### src/rtl/mem_bridge_if.sv
// CPU-side byte bus of the SRAM bridge.
// The requester holds req and its payload until the one-cycle ready pulse.
interface mem_bridge_if;
    logic [19:0] address;
    logic        req;
    logic        we;
    logic [7:0]  i_data;
    logic [7:0]  o_data;
    logic        ready;

    modport master (
        output address, req, we, i_data,
        input  o_data, ready
    );

    modport slave (
        input  address, req, we, i_data,
        output o_data, ready
    );
endinterface

### src/rtl/mem_bridge.sv
// Byte-wide CPU to 16-bit async SRAM bridge with a one-word read line buffer.
// Writes go straight to SRAM and patch the buffer when it holds the same word.
module mem_bridge #(
    parameter int WAIT = 1
) (
    input  logic        clock,
    input  logic        reset,
    mem_bridge_if.slave bus,
    output logic [18:0] sram_addr,
    input  logic [15:0] sram_din,
    output logic [15:0] sram_dout,
    output logic        sram_oe,
    output logic        sram_ce_n,
    output logic        sram_oe_n,
    output logic        sram_we_n,
    output logic        sram_lb_n,
    output logic        sram_ub_n
);
    typedef enum logic [2:0] {
        IDLE, HIT, RACC, RDONE, WSETUP, WPULSE, WDONE
    } state_t;

    localparam logic [3:0] CNT_INIT = 4'(WAIT - 1);

    state_t      state, state_nx;
    logic [3:0]  cnt, cnt_nx;
    logic [19:0] addr_q;
    logic [7:0]  data_q;
    logic        buf_valid;
    logic [18:0] buf_tag;
    logic [15:0] buf_word;
    logic        hit, last;
    logic [7:0]  buf_byte;

    assign hit      = buf_valid && (buf_tag == bus.address[19:1]);
    assign last     = (cnt == 4'd0);
    assign buf_byte = addr_q[0] ? buf_word[15:8] : buf_word[7:0];

    assign sram_addr = addr_q[19:1];
    assign sram_dout = {data_q, data_q};

    always_ff @(posedge clock) begin
        if (reset) begin
            state  <= IDLE;
            cnt    <= 4'd0;
            addr_q <= 20'd0;
            data_q <= 8'd0;
        end else begin
            state <= state_nx;
            cnt   <= cnt_nx;
            // Payload is frozen here; later bus changes are ignored
            if (state == IDLE && bus.req) begin
                addr_q <= bus.address;
                data_q <= bus.i_data;
            end
        end
    end

    always_ff @(posedge clock) begin
        if (reset) begin
            buf_valid <= 1'b0;
            buf_tag   <= 19'd0;
            buf_word  <= 16'd0;
        end else if (state == RACC && last) begin
            buf_valid <= 1'b1;
            buf_tag   <= addr_q[19:1];
            buf_word  <= sram_din;
        end else if (state == WPULSE && last && buf_valid
                     && buf_tag == addr_q[19:1]) begin
            if (addr_q[0]) buf_word[15:8] <= data_q;
            else           buf_word[7:0]  <= data_q;
        end
    end

    always_comb begin
        state_nx = state;
        cnt_nx   = cnt;
        unique case (state)
            IDLE: begin
                if (bus.req) begin
                    if (bus.we) begin
                        state_nx = WSETUP;
                    end else if (hit) begin
                        state_nx = HIT;
                    end else begin
                        state_nx = RACC;
                        cnt_nx   = CNT_INIT;
                    end
                end
            end
            HIT, RDONE, WDONE: state_nx = IDLE;
            RACC: begin
                if (last) state_nx = RDONE;
                else      cnt_nx   = cnt - 4'd1;
            end
            WSETUP: begin
                state_nx = WPULSE;
                cnt_nx   = CNT_INIT;
            end
            WPULSE: begin
                if (last) state_nx = WDONE;
                else      cnt_nx   = cnt - 4'd1;
            end
            default: state_nx = IDLE;
        endcase
    end

    always_comb begin
        sram_ce_n  = 1'b1;
        sram_oe_n  = 1'b1;
        sram_we_n  = 1'b1;
        sram_lb_n  = 1'b1;
        sram_ub_n  = 1'b1;
        sram_oe    = 1'b0;
        bus.ready  = 1'b0;
        bus.o_data = 8'h00;
        unique case (state)
            HIT, RDONE: begin
                bus.ready  = 1'b1;
                bus.o_data = buf_byte;
            end
            RACC: begin
                sram_ce_n = 1'b0;
                sram_oe_n = 1'b0;
                sram_lb_n = 1'b0;
                sram_ub_n = 1'b0;
            end
            // Driver stays on through WDONE so data holds past the we_n rise
            WSETUP, WPULSE, WDONE: begin
                sram_ce_n = 1'b0;
                sram_oe   = 1'b1;
                sram_lb_n = addr_q[0];
                sram_ub_n = ~addr_q[0];
                sram_we_n = (state != WPULSE);
                bus.ready = (state == WDONE);
            end
            default: ;
        endcase
    end
endmodule
### src/flat_wrapper.sv
// flat-port wrapper written by rule: the top's interface ports become plain ports
module mem_bridge_flat 
#(
    parameter int WAIT = 1
)
  (clock, reset, sram_addr, sram_din, sram_dout, sram_oe, sram_ce_n, sram_oe_n, sram_we_n, sram_lb_n, sram_ub_n, bus_address, bus_req, bus_we, bus_i_data, bus_o_data, bus_ready);
  mem_bridge_if bus_i ();
  input  logic clock;
  input  logic reset;
  output logic [18:0] sram_addr;
  input  logic [15:0] sram_din;
  output logic [15:0] sram_dout;
  output logic sram_oe;
  output logic sram_ce_n;
  output logic sram_oe_n;
  output logic sram_we_n;
  output logic sram_lb_n;
  output logic sram_ub_n;
  input wire logic [$bits(bus_i.address)-1:0] bus_address;
  input wire logic [$bits(bus_i.req)-1:0] bus_req;
  input wire logic [$bits(bus_i.we)-1:0] bus_we;
  input wire logic [$bits(bus_i.i_data)-1:0] bus_i_data;
  output wire logic [$bits(bus_i.o_data)-1:0] bus_o_data;
  output wire logic [$bits(bus_i.ready)-1:0] bus_ready;
  assign bus_i.address = bus_address;
  assign bus_i.req = bus_req;
  assign bus_i.we = bus_we;
  assign bus_i.i_data = bus_i_data;
  assign bus_o_data = bus_i.o_data;
  assign bus_ready = bus_i.ready;
  mem_bridge #(.WAIT(WAIT)) u_core (.clock(clock), .reset(reset), .bus(bus_i), .sram_addr(sram_addr), .sram_din(sram_din), .sram_dout(sram_dout), .sram_oe(sram_oe), .sram_ce_n(sram_ce_n), .sram_oe_n(sram_oe_n), .sram_we_n(sram_we_n), .sram_lb_n(sram_lb_n), .sram_ub_n(sram_ub_n));
endmodule
### config.mk
export PLATFORM = sky130hd
export DESIGN_NAME = mem_bridge_flat
export DESIGN_NICKNAME = d
export VERILOG_FILES = /design/src/rtl/mem_bridge_if.sv /design/src/rtl/mem_bridge.sv /design/src/flat_wrapper.sv
export SDC_FILE = /design/constraint.sdc
export NUM_CORES = 1
export LEC_CHECK = 0
export CAP_MARGIN = 10
export CELL_PAD_IN_SITES_DETAIL_PLACEMENT = 1
export CELL_PAD_IN_SITES_GLOBAL_PLACEMENT = 1
export CORE_MARGIN = 1.5
export CORE_UTILIZATION = 32
export DETAILED_ROUTE_END_ITERATION = 7
export PLACE_DENSITY = 0.77
export SLEW_MARGIN = 20
export SYNTH_ARGS = -nofsm -noshare
export SYNTH_HDL_FRONTEND = slang
export SYNTH_SLANG_ARGS = --single-unit
### constraint.sdc
create_clock -name clock -period 1.9 [get_ports clock]
set_input_delay 0.19 -clock clock [delete_from_list [all_inputs] [get_ports clock]]
set_output_delay 0.19 -clock clock [all_outputs]
set_load 0.005 [all_outputs]
==> impl_metrics.ini, run 1 <==
[status]
status = complete, but fails checks
violations = setup timing

[clock_network]
clk_pin_slew_ns = 0.06
cts_made_buffers = 9
insertion_delay_ns = 0.34
cts_tree = yes
clock-sinks = 71
h-tree-depth = 3
clockBufferDepth = 2
clockRootBuffer = clkbuf_16
ctsHoldBuffers = 0

[routing]
wl_per_cell_um = 19.5
drt_iter0_markers = 152
vias_per_cell = 5.14
drtAntennaViolNets = 0
drc_errors = 0
dr.pass1.iters = 4
via_count = 3858
drt-total-wl_mm = 14.7

[pwr]
power_leakage_uw = 0.00227
power_frac_comb_pct = 25.8
total_power_uw = 5160
power.internal_uw = 3700
switchingPower_uw = 1460
pwr-share-clk_pct = 41.1
switching_share_pct = 28.2
peakVddDrop_uv = 465
power_density_nw_per_um2 = 882
seq_power_share_pct = 33.1

[die]
die_y_um = 112
rows = 39
start_util_pct = 33.0
io_pins = 98
core_um2 = 11500
fp.dieW_um = 112
die-area_um2 = 12500

[logic_synthesis]
synthFlopType = dfxtp_1
synth.avg_cell_area_um2 = 7.76
ys_async_sr_fraction_pct = 0
synth-edff-count = 0
synth.distinct_cells = 50
ys_seq_area_share_pct = 37.6
ys_warn_count = 0
ys_seq_elements = 71
syn_inst = 487
synth_nets = 536
syn_area_um2 = 3780

[place]
place.gp.congestion = 0.792
place_ws_ns = -0.183
io_buffers = 97
placed_cells = 718
hpwl_mm = 9.05

[cells_and_area]
multi_input_area_um2 = 2270
fin_cells = 751
syn_to_final_growth_pct = 54.8
fill_cells = 1328
final_layout_size_suffix_gt1_share_pct = 23.7
regArea_um2 = 1440
num_antenna_cells = 0
utilization_pct = 51.0
nets = 653

[run]
maxCapViolations = 0

[timing]
drv_slew = 0
hold_violations = 0
timing.final.crit_share_pct = 106
period_minus_slack_ns = 2.01
relSlewSlack_pct = 51.0
worst_pin_slew_ns = 0.734
setup_violations = 15
max_freq_mhz = 497
setup_slack_ns = -0.113
tns_ns = -0.586
finClkSkew_ns = 0.00795
rsz0062_at_grt = yes

[critical_path]
critPathMaxFanout = 5
critPathRequiredTime_ns = 2.14
critPathTopFamily = compound AO/OA/AOI/OAI gates
path_cells = nor2b_1 > a2111o_1 > nor3_4 > buf_6 > nand4_4 > a21o_1 > a31oi_1
path_class = register to register
cpPeakStageDelay_ns = 0.43
slowest_stage = a2111o_1
r2r_slack_ns = -0.11
path_buf_inv = 1
arrival_ns = 2.25
cp-start-kind = register
critPathCaptureType = register

[global_routing]
grt_pass1_wl_mm = 22.0
grt_pass1_vias = 4097
antenna_found_initial = 0
grt_usage_pct = 22.7
grt_max_degree = 45
gr-total-overflow = 0

[worst_hold_path]
hold_class = input port to register
[flip-flops by register name, summed over array words and instances, names as in the netlist]
| name | flops |
|---|---|
| u_core.addr_q | 20 |
| u_core.buf_tag | 19 |
| u_core.buf_valid | 1 |
| u_core.buf_word | 16 |
| u_core.cnt | 4 |
| u_core.data_q | 8 |
| u_core.state | 3 |
[synth_stat cells (2+ instances only)]
master      n  area, um^2
nand2_1   136         510
dfxtp_1    71        1420
a21oi_1    58         290
nor2_1     32         120
buf_4      27         203
clkbuf_1   19        71.3
xor2_1     19         166
xnor2_1    11        96.3
inv_1      10        37.5
a21o_1      9        67.6
a31oi_1     9        56.3
a211oi_2    8         100
buf_2       8        40.0
mux2i_1     8        80.1
nor2b_1     7        43.8
nor4_1      5        31.3
o21ai_0     5        25.0
nand4_1     3        18.8
nor3_1      3        15.0
a2111o_1    2        22.5
a211oi_1    2        15.0
a21oi_2     2        17.5
and2_1      2        12.5
nand2b_1    2        12.5
nand3_1     2        10.0
nand3b_1    2        15.0
nor4_4      2        42.5
[logic make-up after synthesis]
kind of cell | synth area share, %
XOR/XNOR | 6.95
AO/OA/AOI/OAI | 17.6
adder cells (fa/ha/maj) | 0.331
AND/OR/NAND/NOR | 25.4
flip-flops | 37.6
buffers and inverters | 9.60
multiplexers | 2.42
[per-stage QoR]
stage               instance area [um^2]  hold slack (ns)
detailed placement                  5000            0.450
global route                        5850            0.433
finish                              5850            0.410
CTS                                 5590            0.406
floorplan                           3780            0.326
global placement                    5000            0.442
[tightest hold or removal path, stage by stage]
cell and delay [ns]:
clkdlybuf4s50_1 0.40, nand2_1 0.06, a21oi_1 0.05
[power groups by stage]
stage	combinational [uW]	sequential (uW)	clock [uW]
2_1_floorplan	628	1710	0
3_3_place_gp	1100	1710	0
3_5_place_dp	1140	1720	0
4_1_cts	1220	1690	2130
5_1_grt	1430	1720	2210
6_report	1330	1710	2120
[worst paths after layout]
kind | depth (start not counted) | to | from
setup / recovery | 7 | u_core.buf_word[15] | u_core.buf_tag[10]
hold / removal | 3 | u_core.data_q[4] | bus_i_data[4]
setup reg to reg | 7 | u_core.buf_word[15] | u_core.buf_tag[10]
hold reg to reg | 2 | u_core.buf_tag[4] | u_core.buf_tag[4]
[layout make-up]
| class | instances | area share, % |
|---|---|---|
| Multi-Input combinational cell | 353 | 38.7 |
| Timing Repair Buffer | 159 | 26.7 |
| Sequential cell | 71 | 24.5 |
| Clock buffer | 10 | 4.09 |
| Tap cell | 143 | 3.06 |
| Clock inverter | 5 | 2.20 |
| Inverter | 10 | 0.685 |
[per-layer routing]
layer	global-route usage (%)	share of wire, %	vias to the layer above
met5	0	0	-
met4	9.62	3.9	0
met3	4.95	3.4	41
met2	41.4	53	103
met1	25.3	40	1882
li1	-	-	1832
[placed cells by master, fill, tap and decap left out, types with 4 or more instances in the layout]
master           synthesis  final
a211oi_2                 8     10
a21o_1                   9      9
a21oi_1                 58     51
a21oi_2                  2      8
a31oi_1                  9      9
buf_12                   0      7
buf_4                   27     49
buf_6                    1      5
bufinv_16                0      4
clkbuf_16                0     10
clkdlybuf4s50_1          0     94
dfxtp_1                 71     62
dfxtp_2                  0      8
inv_1                   10      8
mux2i_1                  8      6
nand2_1                136    135
nor2_1                  32     25
nor2_2                   0      4
nor2b_1                  7      7
o21ai_0                  5      4
xnor2_1                 11      8
xor2_1                  19     15
[what timing repair did]
action,in CTS,in global routing
resized for setup,28,50
pin swaps,13,19
setup buffers,12,4
cloned,1,2
endpoints found under the setup margin,31,53
Power figures use the tool's default switching activity.
==> run 2: changes to the inputs <==
--- a/config.mk
+++ b/config.mk
@@ -9,9 +9,10 @@
 export CELL_PAD_IN_SITES_DETAIL_PLACEMENT = 1
 export CELL_PAD_IN_SITES_GLOBAL_PLACEMENT = 1
 export CORE_MARGIN = 1.5
-export CORE_UTILIZATION = 32
+export CORE_UTILIZATION = 41
 export DETAILED_ROUTE_END_ITERATION = 7
-export PLACE_DENSITY = 0.77
+export DONT_BUFFER_PORTS = 1
+export PLACE_DENSITY = 0.75
 export SLEW_MARGIN = 20
 export SYNTH_ARGS = -nofsm -noshare
 export SYNTH_HDL_FRONTEND = slang
==> run 2 against run 1 <==
Against the previous run: the run ends with DRC, setup timing left; die area fell by 21%; clock skew is 0.0035 ns lower; sequential cell count is the same; via count decreased by 11%; wire length shrank 20%; cell area fell by 20%; register-to-register slack improved by 0.02 ns; sequential power about the same; critical path depth grew 3; cell count down 16%; hold slack worse by 0.40 ns; largest cell class unchanged.
==> impl_metrics.ini, run 2 (synthesis gave the netlist of run 1 again) <==
[critical_path]
r2r_slack_ns = -0.09
cp-start-kind = register
rr_startpoint = u_core.cnt[1]
critPathCaptureType = register
critPathRequiredTime_ns = 2.13
path_class = register to register
worstRegToRegCells = 10
worstReg2RegEnd = u_core.buf_word[7]
critPathMaxFanout = 16
arrival_ns = 2.22

[global_routing]
grt_pass1_wl_mm = 17.6
antenna_found_initial = 0
grt_max_degree = 74
grt_pass1_vias = 3493
grt_usage_pct = 23.0
gr-total-overflow = 0

[timing]
worst_pin_slew_ns = 0.510
timing.final.crit_share_pct = 105
hold_violations = 0
hold_ws_ns = 0.0106
setup_slack_ns = -0.0945
period_minus_slack_ns = 1.99
finClkSkew_ns = 0.00442
setup_violations = 17
rsz0062_at_grt = yes
relSlewSlack_pct = 65.9
max_freq_mhz = 501
drv_slew = 0
tns_ns = -0.906

[routing]
drtAntennaViolNets = 0
via_count = 3429
drc_errors = 7
drt-total-wl_mm = 11.8
dr.pass1.iters = 7
wl_per_cell_um = 18.6
vias_per_cell = 5.42
drt_iter0_markers = 104

[cells_and_area]
utilization_pct = 53.0
syn_to_final_growth_pct = 23.6
final_layout_size_suffix_gt1_share_pct = 17.9
top_regs = u_core.addr_q: 20 flops, u_core.buf_tag: 19 flops, u_core.buf_word: 16 flops
largest_register_ffs = 20
nets = 569
top_register = u_core.addr_q
num_antenna_cells = 0
final_cell_mix = nand2_1, dfxtp_1, a21oi_1
layout.cells.most_common = nand2_1

[clock_network]
clockBufferDepth = 2
clk_pin_slew_ns = 0.07
clock-sinks = 71
clockRootBuffer = clkbuf_8
insertion_delay_ns = 0.34
cts_tree = yes
h-tree-depth = 3
cts_made_buffers = 9

[die]
io_pins = 98
fp.dieW_um = 99
die_y_um = 99
die-area_um2 = 9800
start_util_pct = 42.9
rows = 34
core_um2 = 8810

[pwr]
power_leakage_uw = 0.00181
peakVddDrop_uv = 403
power_density_nw_per_um2 = 866

[status]
status = complete, but fails checks
violations = DRC, setup timing

[place]
hpwl_mm = 7.69
place.gp.congestion = 0.841
place_ws_ns = -0.0974
io_buffers = 0

[run]
maxCapViolations = 0

[worst_hold_path]
hold_path_startpoint = reset
hold_class = input port to register
holdPathStages = 2
holdPathEnd = u_core.buf_word[9]
==> run 2: through the flow <==
stage	power [uW]	instance area [um^2]	std cells
4_1_cts	3950	4210	598
3_5_place_dp	2530	3890	575
2_1_floorplan	2340	3780	487
6_report	4050	4670	633
3_3_place_gp	2500	3890	575
5_1_grt	4260	4670	633
==> run 2: power breakdown <==
group / switching (uW) / internal, uW
sequential: 102 / 1600
combinational: 551 / 415
clock: 566 / 811
==> run 2: worst max path at each step <==
| stage | from | to | slack [ns] | depth (start not counted) |
|---|---|---|---|---|
| detailed placement | u_core.cnt[0] | u_core.buf_word[11] | -0.1 | 8 |
| CTS | u_core.cnt[0] | u_core.buf_word[1] | -0.07 | 10 |
| floorplan | u_core.cnt[0] | u_core.buf_word[5] | 0.004 | 9 |
| finish | u_core.cnt[1] | u_core.buf_word[7] | -0.09 | 10 |
| global route | u_core.cnt[1] | u_core.buf_word[3] | -0.18 | 10 |
| global placement | u_core.cnt[0] | u_core.buf_word[12] | -0.03 | 8 |
==> run 2: critical path, cell delays in order, from the launching register on <==
cell and delay [ns]:
dfxtp_2 0.33, inv_2 0.08, ha_4 0.13, nor3b_4 0.27, o211ai_1 0.18, nor3_4 0.26
buf_12 0.15, nand4b_4 0.10, buf_12 0.17, a21oi_2 0.16, a211oi_2 0.05
==> run 2: final cells by class <==
type,count,area (um^2)
clock buffer,13,159
timing repair buffer,76,734
multi-input combinational,352,2120
sequential,71,1420
inverter,10,37.5
clock inverter,3,65.1
tap,108,135
fill,1068,4140
==> run 2: timing repair <==
action / CTS / global route
hold buffers: 3 / 31
gates cloned: 1 / 0
buffers inserted: 3 / 4
hold endpoints to repair: 69 / 63
setup endpoints to repair: 20 / 30
gates resized for setup: 6 / 21
pin swaps: 1 / 7
==> run 2: per-layer routing <==
layer,wire [um],global-route usage [%],vias to the layer above
met5,0,0,-
met1,4890,26.7,1681
met4,216,8.13,0
met3,488,5.04,17
li1,-,-,1663
met2,6170,41.4,68
